$ cat src/rtl/risc_pkg.sv
// Shared decode constants: opcodes, ALU op encodings, instruction field positions.
// Latency: n/a (package only).
// Backpressure: n/a (package only).
package risc_pkg;

  // Opcodes understood by the decode stage
  localparam logic [5:0] OP_RTYPE = 6'h00;
  localparam logic [5:0] OP_ADDI  = 6'h08;

  // ALU operation encodings
  localparam logic [2:0] ALU_ADD = 3'b000;
  localparam logic [2:0] ALU_SUB = 3'b001;
  localparam logic [2:0] ALU_AND = 3'b010;
  localparam logic [2:0] ALU_OR  = 3'b011;
  localparam logic [2:0] ALU_XOR = 3'b100;
  localparam logic [2:0] ALU_NOR = 3'b101;
  localparam logic [2:0] ALU_SLL = 3'b110;
  localparam logic [2:0] ALU_SLT = 3'b111;

  // Instruction field positions
  localparam int OPC_HI = 31;
  localparam int OPC_LO = 26;
  localparam int RS_HI  = 25;
  localparam int RS_LO  = 21;
  localparam int RT_HI  = 20;
  localparam int RT_LO  = 16;
  localparam int RD_HI  = 15;
  localparam int RD_LO  = 11;
  localparam int FN_HI  = 2;
  localparam int FN_LO  = 0;
  localparam int IMM_HI = 15;
  localparam int IMM_LO = 0;

  // Control half of the bundle handed to the ALU
  typedef struct packed {
    logic [2:0] alu;
    logic [4:0] rd;
    logic       we;
    logic       illegal;
  } ctrl_t;

endpackage

$ cat src/rtl/regfile_32x32.sv
// Register file: two async read ports, one sync write port, r0 reads zero.
// Latency: reads combinational, write visible the cycle after the write edge.
// Backpressure: none; writes are always accepted.
module regfile_32x32 #(
  parameter int DATA_W = 32
) (
  input  logic              clk,
  input  logic              reset,
  input  logic [4:0]        ra0,
  output logic [DATA_W-1:0] rd0,
  input  logic [4:0]        ra1,
  output logic [DATA_W-1:0] rd1,
  input  logic              we,
  input  logic [4:0]        wa,
  input  logic [DATA_W-1:0] wd
);

  logic [DATA_W-1:0] mem_q [32];
  logic [DATA_W-1:0] mem_d [32];

  // Next-state of the array: one entry updated per write, r0 never written
  always_comb begin
    mem_d = mem_q;
    if (we && (wa != 5'd0)) begin
      mem_d[wa] = wd;
    end
  end

  // Array storage, cleared on reset
  always_ff @(posedge clk or posedge reset) begin
    if (reset) begin
      mem_q <= '{default: '0};
    end else begin
      mem_q <= mem_d;
    end
  end

  // Read ports; r0 is hardwired to zero
  always_comb begin
    rd0 = (ra0 == 5'd0) ? '0 : mem_q[ra0];
    rd1 = (ra1 == 5'd0) ? '0 : mem_q[ra1];
  end

endmodule

$ cat src/rtl/decode_stage.sv
// Decode + operand fetch for R-type/ADDI with write-through bypass and RAW scoreboard.
// Latency: 1 cycle from accepted instruction to out_valid.
// Backpressure: in_ready drops on RAW hazard or when a held bundle is not consumed.
module decode_stage
  import risc_pkg::*;
#(
  parameter int DATA_W = 32,
  parameter int NREGS  = 32
) (
  input  logic              clk,
  input  logic              reset,
  input  logic              in_valid,
  input  logic [31:0]       in_instr,
  output logic              in_ready,
  output logic              out_valid,
  input  logic              out_ready,
  output logic [DATA_W-1:0] out_a,
  output logic [DATA_W-1:0] out_b,
  output logic [2:0]        out_alu_control,
  output logic [4:0]        out_rd,
  output logic              out_we,
  output logic              out_illegal,
  input  logic              wb_en,
  input  logic [4:0]        wb_addr,
  input  logic [DATA_W-1:0] wb_data
);

  logic [5:0]        opcode;
  logic [4:0]        rs, rt, rd, dest;
  logic [2:0]        funct;
  logic [15:0]       imm;
  logic              is_r, is_addi, is_illegal, we_dec;
  logic [DATA_W-1:0] rf_a, rf_b, opnd_a, opnd_b;
  logic [NREGS-1:0]  wb_clr, pend_eff;
  logic              stall, transfer;
  logic              unused_bits;

  logic              out_valid_q, out_valid_d;
  logic [DATA_W-1:0] out_a_q, out_a_d, out_b_q, out_b_d;
  ctrl_t             out_ctrl_q, out_ctrl_d;
  logic [NREGS-1:0]  pending_q, pending_d;

  assign unused_bits = ^in_instr[10:3];

  regfile_32x32 #(.DATA_W(DATA_W)) u_rf (
    .clk   (clk),
    .reset (reset),
    .ra0   (rs),
    .rd0   (rf_a),
    .ra1   (rt),
    .rd1   (rf_b),
    .we    (wb_en),
    .wa    (wb_addr),
    .wd    (wb_data)
  );

  // Field extraction and opcode classification
  always_comb begin
    opcode     = in_instr[OPC_HI:OPC_LO];
    rs         = in_instr[RS_HI:RS_LO];
    rt         = in_instr[RT_HI:RT_LO];
    rd         = in_instr[RD_HI:RD_LO];
    funct      = in_instr[FN_HI:FN_LO];
    imm        = in_instr[IMM_HI:IMM_LO];
    is_r       = (opcode == OP_RTYPE);
    is_addi    = (opcode == OP_ADDI);
    is_illegal = !is_r && !is_addi;
    dest       = is_r ? rd : rt;
    we_dec     = !is_illegal && (dest != 5'd0);
  end

  // Operand select: a writeback landing this cycle bypasses the stale array value
  always_comb begin
    opnd_a = (wb_en && (wb_addr == rs) && (rs != 5'd0)) ? wb_data : rf_a;
    opnd_b = (wb_en && (wb_addr == rt) && (rt != 5'd0)) ? wb_data : rf_b;
  end

  // Hazard detection against pending writes, ignoring those retiring right now
  always_comb begin
    wb_clr   = wb_en ? ({{(NREGS-1){1'b0}}, 1'b1} << wb_addr) : '0;
    pend_eff = pending_q & ~wb_clr;
    stall    = in_valid && (pend_eff[rs] || (is_r && pend_eff[rt]));
    in_ready = !stall && (!out_valid_q || out_ready);
    transfer = in_valid && in_ready;
  end

  // Scoreboard update: a new set wins over a same-cycle retire of that register
  always_comb begin
    pending_d = pend_eff;
    if (transfer && we_dec) begin
      pending_d[dest] = 1'b1;
    end
    pending_d[0] = 1'b0;
  end

  // Output bundle: load on transfer, hold under backpressure, drop valid on consume
  always_comb begin
    out_valid_d = out_valid_q;
    out_a_d     = out_a_q;
    out_b_d     = out_b_q;
    out_ctrl_d  = out_ctrl_q;
    if (transfer) begin
      out_valid_d = 1'b1;
      if (is_illegal) begin
        out_a_d    = '0;
        out_b_d    = '0;
        out_ctrl_d = '{alu: 3'b000, rd: 5'd0, we: 1'b0, illegal: 1'b1};
      end else begin
        out_a_d    = opnd_a;
        out_b_d    = is_r ? opnd_b : {{(DATA_W-16){imm[15]}}, imm};
        out_ctrl_d = '{alu: (is_r ? funct : ALU_ADD), rd: dest, we: we_dec, illegal: 1'b0};
      end
    end else if (out_ready) begin
      out_valid_d = 1'b0;
    end
  end

  // State registers
  always_ff @(posedge clk or posedge reset) begin
    if (reset) begin
      out_valid_q <= 1'b0;
      out_a_q     <= '0;
      out_b_q     <= '0;
      out_ctrl_q  <= '0;
      pending_q   <= '0;
    end else begin
      out_valid_q <= out_valid_d;
      out_a_q     <= out_a_d;
      out_b_q     <= out_b_d;
      out_ctrl_q  <= out_ctrl_d;
      pending_q   <= pending_d;
    end
  end

  assign out_valid       = out_valid_q;
  assign out_a           = out_a_q;
  assign out_b           = out_b_q;
  assign out_alu_control = out_ctrl_q.alu;
  assign out_rd          = out_ctrl_q.rd;
  assign out_we          = out_ctrl_q.we;
  assign out_illegal     = out_ctrl_q.illegal;

endmodule

$ cat config.mk
export PLATFORM = sky130hd
export DESIGN_NAME = decode_stage
export DESIGN_NICKNAME = d
export VERILOG_FILES = /design/src/rtl/risc_pkg.sv /design/src/rtl/regfile_32x32.sv /design/src/rtl/decode_stage.sv
export SDC_FILE = /design/constraint.sdc
export NUM_CORES = 2
export LEC_CHECK = 0
export CAP_MARGIN = 20
export CORE_MARGIN = 1.5
export CORE_UTILIZATION = 55
export DETAILED_ROUTE_END_ITERATION = 8
export PLACE_DENSITY = 0.71
export SLEW_MARGIN = 20
export SYNTH_ARGS = -nofsm -noshare
export SYNTH_HDL_FRONTEND = slang
export SYNTH_SLANG_ARGS = --single-unit
$ cat constraint.sdc
create_clock -name clk -period 80.8 [get_ports clk]
set_input_delay 16.16 -clock clk [delete_from_list [all_inputs] [get_ports clk]]
set_output_delay 16.16 -clock clk [all_outputs]
set_load 0.05 [all_outputs]
* Yosys cells after proc, flatten, opt, wreduce, memory -nomap -nowiden
Cells that the tools add are included.
** Storage, ports and cells
- Word-level logic and storage cells :: 116
- Input port bits :: 74
- Bits in registers :: 1130
- Output and inout bits :: 76
** Operators by class
- Magnitude comparators :: 8
- Reductions and logical operators :: 29
- Mux-type cells :: 29
- Equality and inequality tests :: 3
- Bitwise operators :: 6
- Shifts and indexed selects :: 1
** Operator list (count)
- $bwmux 1024 :: 1
- $mux 32 :: 14
- $bmux 32 s5 :: 2
- $demux 32 s5 :: 1
- $and 32x32->32 :: 1
- $not 32->32 :: 1
- $or 32x32->32 :: 1
- $shl 1x5->32 const A :: 1
- $reduce_bool 5->1 :: 4
- $ge 6x6->1 const B :: 3
- $lt 5x6->1 const B :: 3
- $not 5->6 :: 3
- $logic_and 1x1->1 :: 14
- $bmux 1 s5 :: 2
- $eq 5x5->1 :: 2
- $logic_not 5->1 :: 2
- $mux 10 :: 1
- $eq 6x4->1 const B :: 1
- $logic_not 6->1 :: 1
- $lt 6x1->1 const B :: 1
- $demux 1 s5 :: 1
- $ge 5x1->1 const B :: 1
- $logic_not 1->1 :: 5
- $mux 1 :: 5
- other kinds (4) :: 5

* Logic depth before layout (Yosys ltp)
- Depth in word-level cells :: 14
- Depth in mapped cells :: 13
- Gate-level depth less buffers :: 7

* By module
A second synthesis with hierarchy kept.
** Unflattened totals
- Cell total of the unflattened synthesis :: 4369
- Area, all modules :: 61111.1 sq um
** By module, submodules not included
- regfile_32x32 :: sequential area each 25624.6 sq um, cells an instance 3717, area an instance 54541.1 sq um, times used 1
- decode_stage :: sequential area each 2652.5 sq um, cells an instance 652, area an instance 6570.1 sq um, times used 1

* Least setup slack after synthesis
No wires, ideal clock.
- Path kind :: input to output
- Start :: input port wb_addr[2]
- End :: output port in_ready
- Stages on the path :: 9
- Arrival :: 18274 ps
- Required time :: 64640 ps
- Setup slack :: 46366 ps
- Path buffers :: 2
- Cell sequence :: buf_2 -> nor2b_1 -> clkbuf_1 -> a21boi_0 -> mux4_2 -> o2111ai_1 -> a311oi_2 -> o31ai_1 -> and2_1
** On the way
- Longest elaborated chain between the ends :: 11
- Elaborated cells on any way between the ends :: 13
- Those cells by class :: 1 x shift; 5 x mux; 2 x bitwise; 5 x reduce/logical
** RTL lines
- from (decl) :: line decode_stage.sv:24 : input logic [4:0] wb_addr,
- $shl 1x5->32 (*) :: line decode_stage.sv:80 : wb_clr = wb_en ? ({{(NREGS-1){1'b0}}, 1'b1} << wb_addr) : '0;
- $mux 32 (*) :: line decode_stage.sv:80
- $not 32->32 (*) :: line decode_stage.sv:81 : pend_eff = pending_q & ~wb_clr;
- $and 32x32->32 (*) :: line decode_stage.sv:81
- $bmux 1 s5 :: line decode_stage.sv:82 : stall = in_valid && (pend_eff[rs] || (is_r && pend_eff[rt]));
- $mux 1 (implied by the code) :: line decode_stage.sv:82
- $logic_and 1x1->1 :: line decode_stage.sv:82
- $logic_or 1x1->1 (*) :: line decode_stage.sv:82
- $logic_and 1x1->1 (*) :: line decode_stage.sv:82
- $logic_not 1->1 (*) :: line decode_stage.sv:83 : in_ready = !stall && (!out_valid_q || out_ready);
- $logic_and 1x1->1 (*) :: line decode_stage.sv:83
- to (decl) :: line decode_stage.sv:14 : output logic in_ready,
Mark *: on every way between the ends. The rest lies on a longest branch, timed or not. The select of a mux whose other input is x is not followed.

* Worst setup path in the final report
- Start :: input port wb_addr[3]
- End :: output port in_ready
The elaborated chain is that of the path after synthesis.

==> impl_metrics.py <==
metrics = {
    "clocking": {
        "post_cts_buffers": 0,
        "clock_latency_ns": 0.73,
        "cts.clk_slew.worst_paths_ns": 0.06,
        "cts_resized": 0,
        "cts_root_buf": "clkbuf_16",
        "clockBufferDepth": 3,
        "cts_tree": "done",
        "clkSinkCount": 1130,
        "hold_buffers": 0,
        "cts_buffers": 120,
        "cts_max_level": 3,
    },
    "route": {
        "avgRoutedWirePerCell_um": 33.4,
        "via_count": 39600,
        "vias_per_cell": 7.11,
        "dr.pass1.iters": 6,
        "antenna_left": 0,
        "post-route-drc-count": 0,
        "wirelength_mm": 186,
        "drt_iter0_drc": 4388,
    },
    "yosys": {
        "ys_warn_count": 0,
        "synth_common_cells": "dfrtp_1, mux2_2, mux4_2",
        "synth.most_common_cell": "dfrtp_1",
        "synth-async-reset-ratio": 1.00,
        "syn_inst": 4168,
        "ys_seq_elements": 1130,
        "ys_seq_area_frac": 0.472,
        "synth_top_area_share": 0.472,
        "ys.flop_type": "dfrtp_1",
        "synth-edff-count": 0,
        "yosysTopAreaCell": "dfrtp_1",
        "synthTopCellsByArea": "dfrtp_1, mux4_2, mux2_2",
        "syn_avg_cell_area_um2": 14.4,
        "netlist_area_um2": 59900,
        "syn-num-nets": 4242,
        "yosysUniqueCellTypes": 67,
    },
    "flow_run": {
        "cap_violations": 0,
    },
    "grt": {
        "grt_usage": 0.339,
        "grt_pass1_wl_mm": 275,
        "overflow": 0,
        "grt_max_degree": 176,
        "antenna_found_initial": 11,
        "grt_pass1_vias": 39800,
    },
    "finish": {
        "fin_cells": 5572,
        "syn2layout_area_growth_pct": 10.8,
        "diodes": 0,
        "layout-drive-gt1-share": 0.457,
        "fin_area_um2": 66300,
        "final_nets": 4150,
    },
    "placed_design": {
        "place.detailed.hpwl_mm": 107,
        "gp_congestion": 0.930,
        "io_buffers": 149,
        "place_ws_ns": 43.69,
        "place_area_um2": 62400,
        "place_inst": 5356,
    },
    "power_and_ir_drop": {
        "power_frac_comb": 0.198,
        "power.density_nw_per_um2": 24.3,
        "pwr-share-seq": 0.457,
        "swShare": 0.271,
        "p_int_mw": 1.17,
        "p_leak_nw": 28.7,
        "power.switching_mw": 0.436,
        "ir_drop_mv": 0.0193,
        "pwr-share-clk": 0.345,
    },
    "sta": {
        "setup_ws_ns": 43.57,
        "setup-violations-final": 0,
        "final.period_utilization": 0.461,
        "hold_violations": 0,
        "fmax_mhz": 26.9,
        "final.min_clock_period_ns": 37.23,
        "grt_setup_unrepaired": "no",
        "skew_ns": 0.0228,
        "worst_slew_pin_slew_ns": 1.20,
        "drv_slew": 0,
        "relSlewSlack": 0.200,
        "hold_slack_ns": 0.395,
        "setup_tns_ns": 0,
    },
    "floorplanning": {
        "die_w_um": 333,
        "io_pins": 150,
        "rows": 120,
        "dieArea_um2": 111000,
        "core_um2": 108000,
        "initial_utilization": 0.557,
        "die_y_um": 333,
    },
    "setup_path": {
        "cp-startpoint": "wb_addr[3]",
        "r2r_cells": 7,
        "start_kind": "input pin",
        "worstSetupPathType": "in2out",
        "crit_path_end": "in_ready",
        "ff2ff_setup_slack_ns": 77.70,
        "critPathMaxFanout": 34,
        "arrival_ns": 21.07,
        "critical_path_required_ns": 64.64,
        "crit_path_end_kind": "output port",
        "worstReg2RegEnd": "out_a[7]$_DFFE_PP0P_",
        "rr_startpoint": "pending_q[9]$_DFF_PP0_",
    },
    "hold_path": {
        "hp-class": "reg2reg",
    },
    "run_status": {
        "status": "completed",
    },
}
cell families after synthesis:
family	share of synthesized area
mux	0.416
flops	0.472
buf+inv	0.0317
simple gates	0.0325
compound gates	0.0465
xor+xnor	0.00117
critical path, cell delays in order:
cell and delay [ns]:
clkdlybuf4s50_1 0.77, nor4b_2 0.89, nand2_4 0.66, a311oi_1 0.46, a22oi_1 0.12, nor4b_1 0.20, o31ai_1 0.78, and2_1 0.22
clkdlybuf4s50_1 0.79
routing by layer:
layer / vias up / part of all wire / track usage / wire length, um
met4: 14 / 0.038 / 0.117 / 7170
met3: 411 / 0.10 / 0.0873 / 18800
met1: 21300 / 0.41 / 0.489 / 76700
li1: 15800 / - / - / -
met2: 2107 / 0.45 / 0.503 / 83700
met5: - / 0.00048 / 0 / 90
stage by stage:
| stage | utilization | power (mW) |
|---|---|---|
| floorplan | - | 0.971 |
| global placement | 0.580 | 1.04 |
| detailed placement | 0.580 | 1.06 |
| CTS | 0.617 | 1.61 |
| global route | 0.617 | 1.67 |
| finish | 0.617 | 1.61 |
cell type report:
cell class / instances / area [um^2]
fillers: 8041 / 41200
multi-input cells: 2558 / 30000
flip-flops and latches: 1130 / 28300
clock buffers: 187 / 3700
repair buffers: 251 / 2310
well taps: 1403 / 1760
clock inverters: 28 / 239
inverters: 15 / 68.8
worst min path at each step:
stage	from	cells after the start	slack (ns)	endpoint
2_1_floorplan	u_rf.mem_q[1001]$_DFFE_PP0P_	1	0.44	u_rf.mem_q[1001]$_DFFE_PP0P_
3_3_place_gp	u_rf.mem_q[1001]$_DFFE_PP0P_	0	0.38	u_rf.mem_q[1001]$_DFFE_PP0P_
3_5_place_dp	u_rf.mem_q[1014]$_DFFE_PP0P_	0	0.38	u_rf.mem_q[1014]$_DFFE_PP0P_
4_1_cts	u_rf.mem_q[1014]$_DFFE_PP0P_	0	0.40	u_rf.mem_q[1014]$_DFFE_PP0P_
5_1_grt	u_rf.mem_q[1021]$_DFFE_PP0P_	0	0.40	u_rf.mem_q[1021]$_DFFE_PP0P_
6_report	u_rf.mem_q[1014]$_DFFE_PP0P_	0	0.40	u_rf.mem_q[1014]$_DFFE_PP0P_
sequential cells by signal, summed over array words and instances, names as in the netlist:
register and count:
out_a 32, out_alu_control 3, out_b 32, out_illegal 1, out_rd 5, out_valid 1, out_we 1, pending_q 31
u_rf.mem_q 1024
placed cells by master, fill, tap and decap left out, types with 8 or more instances in the layout:
cell type	Yosys	routed
clkbuf_16	0	124
clkinv_2	0	20
nand2_1	305	286
mux2_2	986	986
inv_1	13	11
a22oi_1	45	45
a211oi_1	8	8
nor2_1	49	33
clkdlybuf4s50_1	0	132
nor2_4	0	16
buf_2	54	10
clkbuf_1	296	27
buf_4	5	97
clkbuf_8	0	36
nor3_1	10	9
mux4_2	550	550
o211ai_1	16	16
a32o_1	8	8
o21ai_0	102	101
nand2_2	0	9
nand2b_1	8	8
dfrtp_1	1130	1130
nand2_4	0	10
o21ai_1	11	11
nand3_1	30	30
a32oi_1	21	21
a221oi_1	49	49
mux2i_1	126	126
mux2_1	14	14
a21oi_1	121	119
power groups by stage:
| stage | clock network, mW | registers (mW) | logic [mW] |
|---|---|---|---|
| 6_report | 0.554 | 0.735 | 0.319 |
| 5_1_grt | 0.582 | 0.748 | 0.338 |
| 4_1_cts | 0.560 | 0.732 | 0.318 |
| 3_5_place_dp | 0 | 0.742 | 0.317 |
| 3_3_place_gp | 0 | 0.734 | 0.310 |
| 2_1_floorplan | 0 | 0.724 | 0.246 |
Power figures use the tool's default switching activity.
